$ cat src/rtl/systolic_pkg.sv
// Shared types and helpers for the systolic array sequencer and its bench.
package systolic_pkg;

    // Phases of one matrix-multiply pass.
    typedef enum logic [2:0] {
        ST_IDLE,
        ST_CLEAR,
        ST_FEED,
        ST_DRAIN,
        ST_DONE
    } seq_state_t;

    // Zero-fill cycles needed after the last row: skewer depth 2N-1 plus N array hops.
    function automatic int drain_cycles(input int n);
        return 3 * n - 1;
    endfunction

endpackage

$ cat src/rtl/systolic_sequencer_if.sv
// Host/buffer/skewer-facing signal bundle of the systolic sequencer.
// The master modport is the sequencer's view; the slave modport is the surroundings.
interface systolic_sequencer_if #(
    parameter int MATRIX_SIZE = 2,
    parameter int DATA_SIZE   = 32
);
    localparam int ADDR_W = $clog2(MATRIX_SIZE);

    logic                   start;
    logic                   stall;
    logic                   busy;
    logic                   done;
    logic                   pe_clear;
    logic                   rd_en;
    logic [ADDR_W-1:0]      rd_addr;
    logic [DATA_SIZE-1:0]   buf_data  [MATRIX_SIZE];
    logic                   skew_en;
    logic [DATA_SIZE-1:0]   skew_data [MATRIX_SIZE];

    modport master (
        input  start, stall, buf_data,
        output busy, done, pe_clear, rd_en, rd_addr, skew_en, skew_data
    );

    modport slave (
        output start, stall, buf_data,
        input  busy, done, pe_clear, rd_en, rd_addr, skew_en, skew_data
    );

endinterface

$ cat src/rtl/systolic_sequencer_seq_counter.sv
// Loadable up-counter with enable, clear and terminal-count compare.
// Priority is reset, then clear, then load, then increment.
module seq_counter #(
    parameter int WIDTH = 3
) (
    input  logic             i_clk,
    input  logic             i_reset,
    input  logic             i_clear,
    input  logic             i_load,
    input  logic [WIDTH-1:0] i_loadValue,
    input  logic             i_en,
    input  logic [WIDTH-1:0] i_terminal,
    output logic [WIDTH-1:0] o_count,
    output logic             o_atTerminal
);

    logic [WIDTH-1:0] r_count;

    // Count register: clear/load win over the increment so a phase change restarts cleanly.
    always_ff @(posedge i_clk) begin
        if (i_reset) begin
            r_count <= '0;
        end else if (i_clear) begin
            r_count <= '0;
        end else if (i_load) begin
            r_count <= i_loadValue;
        end else if (i_en) begin
            r_count <= r_count + 1'b1;
        end
    end

    assign o_count      = r_count;
    assign o_atTerminal = (r_count == i_terminal);

endmodule

$ cat src/rtl/systolic_sequencer.sv
// Sequences one matrix-multiply pass: clear the PE accumulators, stream N operand
// rows into the input skewer, zero-fill until the pipelines drain, then pulse done.
module systolic_sequencer
    import systolic_pkg::*;
#(
    parameter int MATRIX_SIZE  = 2,
    parameter int DATA_SIZE    = 32,
    parameter int DRAIN_CYCLES = drain_cycles(MATRIX_SIZE)
) (
    input  logic                  clk,
    input  logic                  reset,
    systolic_sequencer_if.master  bus
);

    localparam int ADDR_W  = $clog2(MATRIX_SIZE);
    localparam int CNT_MAX = (MATRIX_SIZE > DRAIN_CYCLES) ? MATRIX_SIZE : DRAIN_CYCLES;
    localparam int CNT_W   = $clog2(CNT_MAX + 1);
    localparam logic [CNT_W-1:0] FEED_LAST  = CNT_W'(MATRIX_SIZE - 1);
    localparam logic [CNT_W-1:0] DRAIN_LAST = CNT_W'(DRAIN_CYCLES - 1);

    seq_state_t       r_state;
    seq_state_t       w_nextState;
    logic [CNT_W-1:0] w_cnt;
    logic [CNT_W-1:0] w_terminal;
    logic             w_atTerminal;
    logic             w_cntClear;
    logic             w_cntLoad;
    logic             w_cntEn;
    logic             w_feedGo;
    logic             w_drainGo;

    // A FEED or DRAIN cycle only makes progress when downstream is not stalling.
    assign w_feedGo  = (r_state == ST_FEED)  && !bus.stall;
    assign w_drainGo = (r_state == ST_DRAIN) && !bus.stall;

    // Row / drain counter; restarts from zero at the FEED to DRAIN boundary.
    seq_counter #(
        .WIDTH (CNT_W)
    ) u_counter (
        .i_clk        (clk),
        .i_reset      (reset),
        .i_clear      (w_cntClear),
        .i_load       (w_cntLoad),
        .i_loadValue  ('0),
        .i_en         (w_cntEn),
        .i_terminal   (w_terminal),
        .o_count      (w_cnt),
        .o_atTerminal (w_atTerminal)
    );

    // Counter control: terminal depends on phase, load-to-zero when the last row issues.
    always_comb begin
        w_terminal = (r_state == ST_DRAIN) ? DRAIN_LAST : FEED_LAST;
        w_cntEn    = w_feedGo || w_drainGo;
        w_cntLoad  = w_feedGo && w_atTerminal;
        w_cntClear = (r_state == ST_IDLE) || (r_state == ST_CLEAR) || (r_state == ST_DONE);
    end

    // State register; reset abandons any partial pass.
    always_ff @(posedge clk) begin
        if (reset) begin
            r_state <= ST_IDLE;
        end else begin
            r_state <= w_nextState;
        end
    end

    // Next-state: start is only honoured in IDLE, CLEAR and DONE last one cycle each.
    always_comb begin
        w_nextState = r_state;
        case (r_state)
            ST_IDLE:  if (bus.start) w_nextState = ST_CLEAR;
            ST_CLEAR: w_nextState = ST_FEED;
            ST_FEED:  if (w_feedGo && w_atTerminal) w_nextState = ST_DRAIN;
            ST_DRAIN: if (w_drainGo && w_atTerminal) w_nextState = ST_DONE;
            ST_DONE:  w_nextState = ST_IDLE;
            default:  w_nextState = ST_IDLE;
        endcase
    end

    // Outputs decoded from state/count; stall gates the strobes and zeroes skew data.
    always_comb begin
        bus.busy     = (r_state != ST_IDLE);
        bus.done     = (r_state == ST_DONE);
        bus.pe_clear = (r_state == ST_CLEAR);
        bus.rd_en    = w_feedGo;
        bus.rd_addr  = (r_state == ST_FEED) ? ADDR_W'(w_cnt) : '0;
        bus.skew_en  = w_feedGo || w_drainGo;
        for (int i = 0; i < MATRIX_SIZE; i++) begin
            bus.skew_data[i] = w_feedGo ? bus.buf_data[i] : '0;
        end
    end

endmodule

$ cat src/flat_wrapper.sv
// flat-port wrapper written by rule: the top's interface ports become plain ports
module systolic_sequencer_flat import systolic_pkg::*;
#(
    parameter int MATRIX_SIZE  = 2,
    parameter int DATA_SIZE    = 32,
    parameter int DRAIN_CYCLES = drain_cycles(MATRIX_SIZE)
)
  (clk, reset, bus_start, bus_stall, bus_buf_data, bus_busy, bus_done, bus_pe_clear, bus_rd_en, bus_rd_addr, bus_skew_en, bus_skew_data);
  systolic_sequencer_if #(.MATRIX_SIZE(MATRIX_SIZE), .DATA_SIZE(DATA_SIZE)) bus_i ();
  input  logic clk;
  input  logic reset;
  input wire logic [$bits(bus_i.start)-1:0] bus_start;
  input wire logic [$bits(bus_i.stall)-1:0] bus_stall;
  input wire logic [$bits(bus_i.buf_data)-1:0] bus_buf_data;
  output wire logic [$bits(bus_i.busy)-1:0] bus_busy;
  output wire logic [$bits(bus_i.done)-1:0] bus_done;
  output wire logic [$bits(bus_i.pe_clear)-1:0] bus_pe_clear;
  output wire logic [$bits(bus_i.rd_en)-1:0] bus_rd_en;
  output wire logic [$bits(bus_i.rd_addr)-1:0] bus_rd_addr;
  output wire logic [$bits(bus_i.skew_en)-1:0] bus_skew_en;
  output wire logic [$bits(bus_i.skew_data)-1:0] bus_skew_data;
  assign bus_i.start = bus_start;
  assign bus_i.stall = bus_stall;
  assign bus_i.buf_data = {>>{bus_buf_data}};
  assign bus_busy = bus_i.busy;
  assign bus_done = bus_i.done;
  assign bus_pe_clear = bus_i.pe_clear;
  assign bus_rd_en = bus_i.rd_en;
  assign bus_rd_addr = bus_i.rd_addr;
  assign bus_skew_en = bus_i.skew_en;
  assign bus_skew_data = {>>{bus_i.skew_data}};
  systolic_sequencer #(.MATRIX_SIZE(MATRIX_SIZE), .DATA_SIZE(DATA_SIZE), .DRAIN_CYCLES(DRAIN_CYCLES)) u_core (.clk(clk), .reset(reset), .bus(bus_i));
endmodule
$ cat config.mk
export PLATFORM = sky130hd
export DESIGN_NAME = systolic_sequencer_flat
export DESIGN_NICKNAME = d
export VERILOG_FILES = /design/src/rtl/systolic_pkg.sv /design/src/rtl/systolic_sequencer_if.sv /design/src/rtl/systolic_sequencer_seq_counter.sv /design/src/rtl/systolic_sequencer.sv /design/src/flat_wrapper.sv
export SDC_FILE = /design/constraint.sdc
export NUM_CORES = 1
export LEC_CHECK = 0
export BUFFER_PORTS_ARGS = -buffer_cell sky130_fd_sc_hd__clkbuf_2
export CORE_AREA = 2 2 57 59
export DETAILED_ROUTE_END_ITERATION = 7
export DIE_AREA = 0 0 59 61
export PLACE_DENSITY = 0.86
export SLEW_MARGIN = 20
export SYNTH_ARGS = -nofsm -noshare
export SYNTH_HDL_FRONTEND = slang
export SYNTH_HIERARCHICAL = 1
export SYNTH_SLANG_ARGS = --single-unit
$ cat constraint.sdc
create_clock -name clk -period 5.2 [get_ports clk]
set_clock_uncertainty 0.2 [all_clocks]
set_input_delay 0.52 -clock clk [delete_from_list [all_inputs] [get_ports clk]]
set_output_delay 0.52 -clock clk [all_outputs]
set_load 0.03 [all_outputs]
==> flow_metrics.tcl, run 1 <==
set metrics [dict create \
    status "finished, final reports clean" \
    fin_nets 324 \
    critPathLaunchType "flip-flop" \
    yosysSeqAreaShare 0.135 \
    cp_num_buf_inv 1 \
    numCtsBuffers 3 \
    p_int_uw 113 \
    clk_latency_ns 0.25 \
    reg2reg_depth 8 \
    cts_resized 0 \
    end_kind "output pin" \
    grt_pass1_wl_um 4890 \
    critPathMaxStageDelay_ns 0.71 \
    slew_violations 0 \
    synth_commonest_cells "and2_1, buf_6, dfxtp_1" \
    dp_hpwl_um 3040 \
    rows 20 \
    portBuffers 137 \
    routed_wl_um 3580 \
    power_switching_uw 77.6 \
    ys_top_cells_by_area "and2_1, dfxtp_1, buf_6" \
    firstDrtPassIters 4 \
    path_clk_slew_ns 0.04 \
    r2r-end "u_core/u_counter/o_count[1]$_SDFFE_PP0P_" \
    cts_setup_buffers 0 \
    grt_antenna_before_repair 0 \
    rsz0062_at_grt "no" \
    synth.most_common_cell "and2_1" \
    ys.warnings.count 6 \
    slew_headroom 0.387 \
    drive_above_1_share 0.577 \
    async_flop_share 0 \
    boundaryPins 138 \
    synthFlopType "dfxtp_1" \
    syn_area_per_cell_um2 7.42 \
    grt_use_total 0.182 \
    critPathArrivalTime_ns 2.37 \
    rr_startpoint "u_core/r_state[1]$_SDFFE_PP0P_" \
    cp.depth 4 \
    synth_cell_types 30 \
    cts_buffer_depth 2 \
    insertedDiodeCount 0 \
    crit_fanout 65 \
    syn_to_final_growth_pct 75.7 \
    drc 0 \
    endpoint "bus_skew_data[13]" \
    final_area_um2 1570 \
    slowest_stage "nor2_4" \
    cts_hold_buf 0 \
    grt_max_degree 66 \
    crit_family "simple AND/OR/NAND/NOR gates" \
    setup_viol 0 \
    start_util 0.302 \
    die_area_um2 3600 \
    dr_total_vias 1250 \
    synth_area_leader_cell "and2_1" \
    startpoint "u_core/r_state[1]$_SDFFE_PP0P_" \
    place_congestion 0.745 \
    htreeDepth 1 \
    powerDensity_nw_per_um2 122 \
    die_h_um 61 \
    ys_seq_elements 6 \
    swShare 0.408 \
    final-hold-violation-count 0 \
    max_clock_freq_mhz 324 \
    synth_edf_count 0 \
    leakagePower_uw 0.000965 \
    clock-sinks 6 \
    criticalPathCategory "reg -> out" \
    drt_iter0_markers 73 \
    cap_violations 0 \
    cts_tree "built" \
    coreArea_um2 2950 \
    hold_start "reset" \
    clockRootBuffer "clkbuf_4" \
    pwr-share-seq 0.264 \
    syn_area_um2 891 \
    irDropWorstVdd_mv 0.112 \
    power_frac_clock 0.233 \
    setup-tns-final_ns 0 \
    placed_area_um2 1540 \
    required_ns 4.48 \
    synth.top_cell.area_share 0.456 \
    overflow 0 \
    die_w_um 59 \
    r2r_slack_ns 2.79 \
    min_period_ns 3.09 \
    final.period_utilization 0.593 \
    pwr-share-comb 0.503 \
    antenna_left 0 \
    grt_pass1_vias 1059 \
    worst-slew-pin-transition_ns 0.918 \
    crit_chain "or3b_4 -> nor2_4 -> and2_1 -> clkbuf_2" \
    n_fill_cell 310 \
    post_drt_wl_per_cell_um 12.5 \
    synthCells 120 \
    vias_per_cell 4.37 \
    hp-class "in -> reg" \
]
[worst min path at each step]
stage                                               end  depth (start not counted)  slack (ns)
2_1_floorplan            u_core/r_state[0]$_SDFFE_PP0P_                          2        0.33
3_3_place_gp             u_core/r_state[0]$_SDFFE_PP0P_                          1        0.37
3_5_place_dp             u_core/r_state[0]$_SDFFE_PP0P_                          1        0.39
4_1_cts        u_core/u_counter/o_count[0]$_SDFFE_PP0P_                          2        0.32
5_1_grt        u_core/u_counter/o_count[1]$_SDFFE_PP0P_                          2        0.33
6_report       u_core/u_counter/o_count[0]$_SDFFE_PP0P_                          2        0.33
[cell type report]
type,count,area [µm²],area share
clock buffers,3,22.5,0.0144
well taps,33,41.3,0.0264
inverters,3,11.3,0.00719
repair buffers,137,686,0.438
flip-flops and latches,6,120,0.0767
multi-input cells,104,684,0.437
[logic make-up (layout without fill, tap and decap cells)]
| kind of cell | after synthesis | count (layout) | synth area share |
|---|---|---|---|
| simple gates | 88 | 88 | 0.622 |
| compound gates | 6 | 6 | 0.0646 |
| buf+inv | 13 | 143 | 0.110 |
| other cells | 1 | 4 | 0.00421 |
| mux | 1 | 1 | 0.0112 |
| fa+ha+maj | 1 | 1 | 0.0140 |
| flops | 6 | 6 | 0.135 |
| xor+xnor | 4 | 4 | 0.0393 |
[per-stage QoR]
stage          std cells  worst slack (ns)  hold WS, ns  utilization  power (µW)
6_report             286              2.11        0.330        0.530         190
3_3_place_gp         283              2.46        0.373        0.522         146
4_1_cts              286              2.11        0.324        0.530         194
2_1_floorplan        123              2.77        0.331            -         110
3_5_place_dp         283              2.39        0.394        0.522         147
5_1_grt              286              1.94        0.333        0.530         203
[registers in the layout, summed over array words and instances (netlist names)]
name / cells
u_core/r_state: 3
u_core/u_counter/o_count: 3
[power by group through the flow]
stage / logic, µW / registers [µW] / clock network [µW]
after global placement: 94.9 / 50.7 / 0
after floorplan: 61.8 / 48.6 / 0
after global routing: 103 / 50.5 / 50.0
after CTS: 96.5 / 50.2 / 47.2
final: 95.7 / 50.3 / 44.4
after detailed placement: 95.9 / 51.1 / 0
[layout by cell type, fill, tap and decap left out, types with 2 or more instances in the layout]
| cell | instances |
|---|---|
| nor2_1 | 5 |
| conb_1 | 4 |
| dfxtp_1 | 6 |
| xor2_1 | 3 |
| clkbuf_4 | 3 |
| clkbuf_2 | 137 |
| a2111oi_2 | 2 |
| nand2b_1 | 2 |
| nor3_1 | 2 |
| nor2b_1 | 2 |
| and2_1 | 65 |
| nor3b_1 | 3 |
| inv_1 | 3 |
[metal layers]
metal,global-route usage,routed length [µm],share of wire,up-vias
li1,-,-,-,639
met1,0.212,1370,0.38,548
met2,0.330,1870,0.52,59
met3,0.0213,287,0.080,4
met4,0.0877,48,0.013,0
met5,0,0,0,-
Note: power is estimated with default switching activity, not from simulation.
==> run 2, diff against run 1 <==
Settings changed: CORE_AREA 2 2 57 59 to 2 2 62 64, DIE_AREA 0 0 59 61 to 0 0 64 66, PLACE_DENSITY 0.86 to 0.78.
Clock period 5.2 ns to 2.6 ns, I/O delays scaled along.
==> run 2 against run 1 <==
  * Setup slack worse by 1.9 ns
  * Sequential power is 100% higher
  * First-iteration DRC count is 68% lower
  * Flip-flop and latch count did not move
  * Global-route usage down 4.2 points
  * Worst hold slack lost 0.24 ns
  * Wire length fell by 11%
  * Cell area grew 2.6%
  * Critical path depth grew 1
  * Via count fell by 1.6%
  * Die area increased by 17%
  * Clock power grew 86%
==> flow_metrics.tcl, run 2 (synthesis results as in run 1) <==
set metrics [dict create \
    min_period_ns 2.37 \
    final.period_utilization 0.913 \
    status "finished, final reports clean" \
    pwr-share-seq 0.268 \
    htreeDepth 1 \
    grt_antenna_before_repair 0 \
    crit_family "simple AND/OR/NAND/NOR gates" \
    die_h_um 66 \
    start_util 0.251 \
    criticalPathCategory "reg -> out" \
    setup_viol 0 \
    crit_fanout 36 \
    final-hold-violation-count 0 \
    antenna_left 0 \
    cts_setup_buffers 0 \
    drive_above_1_share 0.582 \
    coreArea_um2 3550 \
    leakagePower_uw 0.000981 \
    cts_hold_buf 0 \
    hp-class "in -> reg" \
    drc 0 \
    end_kind "output pin" \
    crit_chain "or3b_4 -> nor2_4 -> buf_4 -> and2_1 -> clkbuf_2" \
    pwr-share-comb 0.512 \
    slew_violations 0 \
    place_congestion 0.731 \
    vias_per_cell 4.05 \
    layout_commonest_cell "clkbuf_2" \
    fin_nets 327 \
    irDropWorstVdd_mv 0.179 \
    dp_hpwl_um 2730 \
    final_cell_mix "clkbuf_2, and2_1, dfxtp_1, nor2_1, conb_1" \
    grt_use_total 0.140 \
    cts_tree "built" \
    rows 22 \
    rsz0062_at_grt "no" \
    required_ns 2.14 \
    numCtsBuffers 3 \
    overflow 0 \
    max_clock_freq_mhz 421 \
    cp_num_buf_inv 2 \
    dr_total_vias 1230 \
    cts_resized 0 \
    firstDrtPassIters 4 \
    setup-tns-final_ns 0 \
    cts_buffer_depth 2 \
    cap_violations 0 \
    grt_pass1_wl_um 4730 \
    clk_latency_ns 0.24 \
    critPathMaxStageDelay_ns 0.47 \
    critPathLaunchType "flip-flop" \
    power_uw 376 \
    boundaryPins 138 \
    post_drt_wl_per_cell_um 10.4 \
    swShare 0.395 \
    grt_max_degree 37 \
    critPathArrivalTime_ns 1.91 \
    die_w_um 64 \
    drt_iter0_markers 23 \
    syn_to_final_growth_pct 80.3 \
    clock-sinks 6 \
    clockRootBuffer "clkbuf_4" \
    portBuffers 137 \
    power_switching_uw 148 \
    insertedDiodeCount 0 \
    grt_pass1_vias 998 \
    slowest_stage "dfxtp_1" \
    p_int_uw 228 \
    powerDensity_nw_per_um2 234 \
    path_clk_slew_ns 0.04 \
    power_frac_clock 0.220 \
    routed_wl_um 3180 \
    die_area_um2 4220 \
]
==> run 2: changes by cell type in the layout (fill, tap and decap cells not counted) <==
cell / change
buf_4: +3
==> run 2: per-stage QoR <==
step                std cells  setup slack, ns  hold WS [ns]   util  cell area, µm²
floorplan                 123            0.221         0.129      -             902
global placement          301            0.335         0.341  0.446            1580
detailed placement        301            0.280         0.340  0.446            1580
CTS                       304            0.212        0.0778  0.452            1610
global route              304           0.0177         0.106  0.452            1610
finish                    304            0.227        0.0893  0.452            1610
==> run 2: power by group through the flow <==
stage / registers (µW) / clock network [µW] / logic (µW)
after global routing: 101 / 89.1 / 209
final: 101 / 82.8 / 192
after global placement: 101 / 0 / 192
after CTS: 100 / 87.9 / 194
after floorplan: 97.1 / 0 / 124
after detailed placement: 102 / 0 / 193
==> run 2: worst paths after layout <==
check                                       from  slack [ns]  cells after the start                                  endpoint
setup / recovery  u_core/r_state[1]$_SDFFE_PP0P_        0.23                      5                         bus_skew_data[60]
hold / removal                             reset        0.09                      2  u_core/u_counter/o_count[0]$_SDFFE_PP0P_
setup reg to reg  u_core/r_state[1]$_SDFFE_PP0P_        0.27                      8  u_core/u_counter/o_count[1]$_SDFFE_PP0P_
hold reg to reg   u_core/r_state[2]$_SDFFE_PP0P_        0.40                      1            u_core/r_state[0]$_SDFFE_PP0P_
==> run 2: final cells by class <==
| cell class | count | area (µm²) |
|---|---|---|
| fill | 376 | 1940 |
| timing repair buffer | 140 | 708 |
| multi-input combinational | 104 | 684 |
| sequential | 6 | 120 |
| tap | 48 | 60.1 |
| clock buffer | 3 | 22.5 |
| inverter | 3 | 11.3 |
==> run 2: per-layer routing <==
layer	vias to the layer above	wire, µm	track usage
met5	-	0	0
met1	520	1140	0.158
li1	644	-	-
met4	0	19	0.0408
met2	64	1610	0.242
met3	2	410	0.0545
==> run 3, diff against run 2 <==
==> constraint.sdc (replaced) <==
create_clock -name clk -period 2.6 [get_ports clk]
set_clock_uncertainty 0.2 [all_clocks]
set_input_delay 0.52 -clock clk [delete_from_list [all_inputs] [get_ports clk]]
set_output_delay 0.52 -clock clk [all_outputs]
set_load 0.03 [all_outputs]
==> run 3 against run 2 <==
  * Maximum frequency fell by 5.5%
  * Setup slack got worse by 0.14 ns
  * Worst hold slack improved by 0.27 ns
==> flow_metrics.tcl, run 3 (synthesis results as in run 1) <==
set metrics [dict create \
    max_clock_freq_mhz 398 \
    routed_wl_um 3240 \
    path_clk_slew_ns 0.04 \
    antenna_left 0 \
    boundaryPins 138 \
    cap_violations 0 \
    drt_iter0_markers 17 \
    start_util 0.251 \
    fin_nets 327 \
    powerDensity_nw_per_um2 234 \
    crit_chain "or3b_4 -> nor2_4 -> buf_6 -> and2_1 -> clkbuf_2" \
    rr_startpoint "u_core/r_state[0]$_SDFFE_PP0P_" \
    final_cell_mix "clkbuf_2, and2_1, dfxtp_1, nor2_1, conb_1" \
    hp-class "in -> reg" \
    min_period_ns 2.51 \
    grt_antenna_before_repair 0 \
    die_area_um2 4220 \
    r2r-end "u_core/r_state[0]$_SDFFE_PP0P_" \
    clockRootBuffer "clkbuf_4" \
    coreArea_um2 3550 \
    place_congestion 0.742 \
    grt_pass1_wl_um 4670 \
    drive_above_1_share 0.590 \
    cts_buffer_depth 2 \
    syn_to_final_growth_pct 81.6 \
    final-hold-violation-count 0 \
    worst_hold_slack_ns 0.361 \
    met2_usage 0.257 \
    r2r_slack_ns 0.23 \
    rows 22 \
    critPathLaunchType "flip-flop" \
    grt_max_degree 36 \
    overflow 0 \
    busiest_layer "met2" \
    criticalPathCategory "reg -> out" \
    status "finished, final reports clean" \
    leakagePower_uw 0.000983 \
    grt_pass1_vias 992 \
    post_drt_wl_per_cell_um 10.7 \
    die_h_um 66 \
    cts_hold_buf 0 \
    firstDrtPassIters 4 \
    cts_tree "built" \
    vias_per_cell 4.07 \
    setup-tns-final_ns 0 \
    required_ns 1.88 \
    dp_hpwl_um 2740 \
    hold-path-cell-count 2 \
    use_met1 0.161 \
    htreeDepth 1 \
    startpoint "u_core/r_state[2]$_SDFFE_PP0P_" \
    numCtsBuffers 3 \
    crit_fanout 35 \
    final.period_utilization 0.965 \
    reg2reg_depth 7 \
    clk_latency_ns 0.24 \
    setup_viol 0 \
    critPathArrivalTime_ns 1.79 \
    cts_setup_buffers 0 \
    end_kind "output pin" \
    drc 0 \
    power_uw 379 \
    portBuffers 137 \
    layout_commonest_cell "clkbuf_2" \
    irDropWorstVdd_mv 0.189 \
    rsz0062_at_grt "no" \
    globalRouteMet3Util 0.0341 \
    insertedDiodeCount 0 \
    clock-sinks 6 \
    grt_use_total 0.139 \
    endpoint "bus_skew_data[62]" \
    critPathMaxStageDelay_ns 0.46 \
    dr_total_vias 1236 \
    die_w_um 64 \
    slowest_stage "or3b_4" \
    slew_violations 0 \
]
## run 3: cell counts in the layout (fill, tap and decap cells not counted)
Identical to the previous run, type by type.
## run 3: how the worst min path moves through the flow
stage | start | endpoint | slack [ns]
after global routing | reset | u_core/u_counter/o_count[1]$_SDFFE_PP0P_ | 0.35
after floorplan | u_core/r_state[2]$_SDFFE_PP0P_ | u_core/r_state[0]$_SDFFE_PP0P_ | 0.33
final | reset | u_core/u_counter/o_count[1]$_SDFFE_PP0P_ | 0.36
after CTS | reset | u_core/u_counter/o_count[1]$_SDFFE_PP0P_ | 0.34
after detailed placement | u_core/r_state[2]$_SDFFE_PP0P_ | u_core/r_state[0]$_SDFFE_PP0P_ | 0.38
after global placement | u_core/r_state[2]$_SDFFE_PP0P_ | u_core/r_state[0]$_SDFFE_PP0P_ | 0.39
## run 3: per-layer routing
metal,routed length (µm),share of wire,vias up
met1,1340,0.41,529
met3,281,0.087,0
met2,1620,0.50,60
met5,0,0,-
met4,0,0,0
li1,-,-,647
## run 3: per-stage QoR
stage          std cells  utilization  setup slack [ns]  area [µm²]
6_report             304        0.456            0.0898        1620
5_1_grt              304        0.456           0.00644        1620
4_1_cts              304        0.453            0.0594        1610
3_5_place_dp         301        0.446             0.229        1580
3_3_place_gp         301        0.446             0.278        1580
2_1_floorplan        123            -             0.171         902
## run 3: report_power, final
group,internal [µW],switching [µW],total (µW),leakage (µW)
Sequential,95.4,5.46,101,0.0000491
Combinational,81.6,113,195,0.000920
Clock,52.0,31.0,83.1,0.0000138
## run 3: area by class of cell
cell class                      count  area, µm²
Clock buffer                        3       22.5
Fill cell                         373       1930
Tap cell                           48       60.1
Sequential cell                     6        121
Timing Repair Buffer              140        716
Multi-Input combinational cell    104        687
Inverter                            3       11.3
## run 3: worst max-delay path, delay by kind of cell, from the launching register on
kind          cells  cell delay, ns
buf+inv           2            0.41
flops             1            0.39
simple gates      3            0.75
## run 3: what timing repair did
action / CTS / global route
endpoints found under the setup margin: 6 / 53
resized for setup: 1 / 3
gates cloned: 0 / 0
endpoints found under the hold margin: 0 / 0
pin swaps: 0 / 0
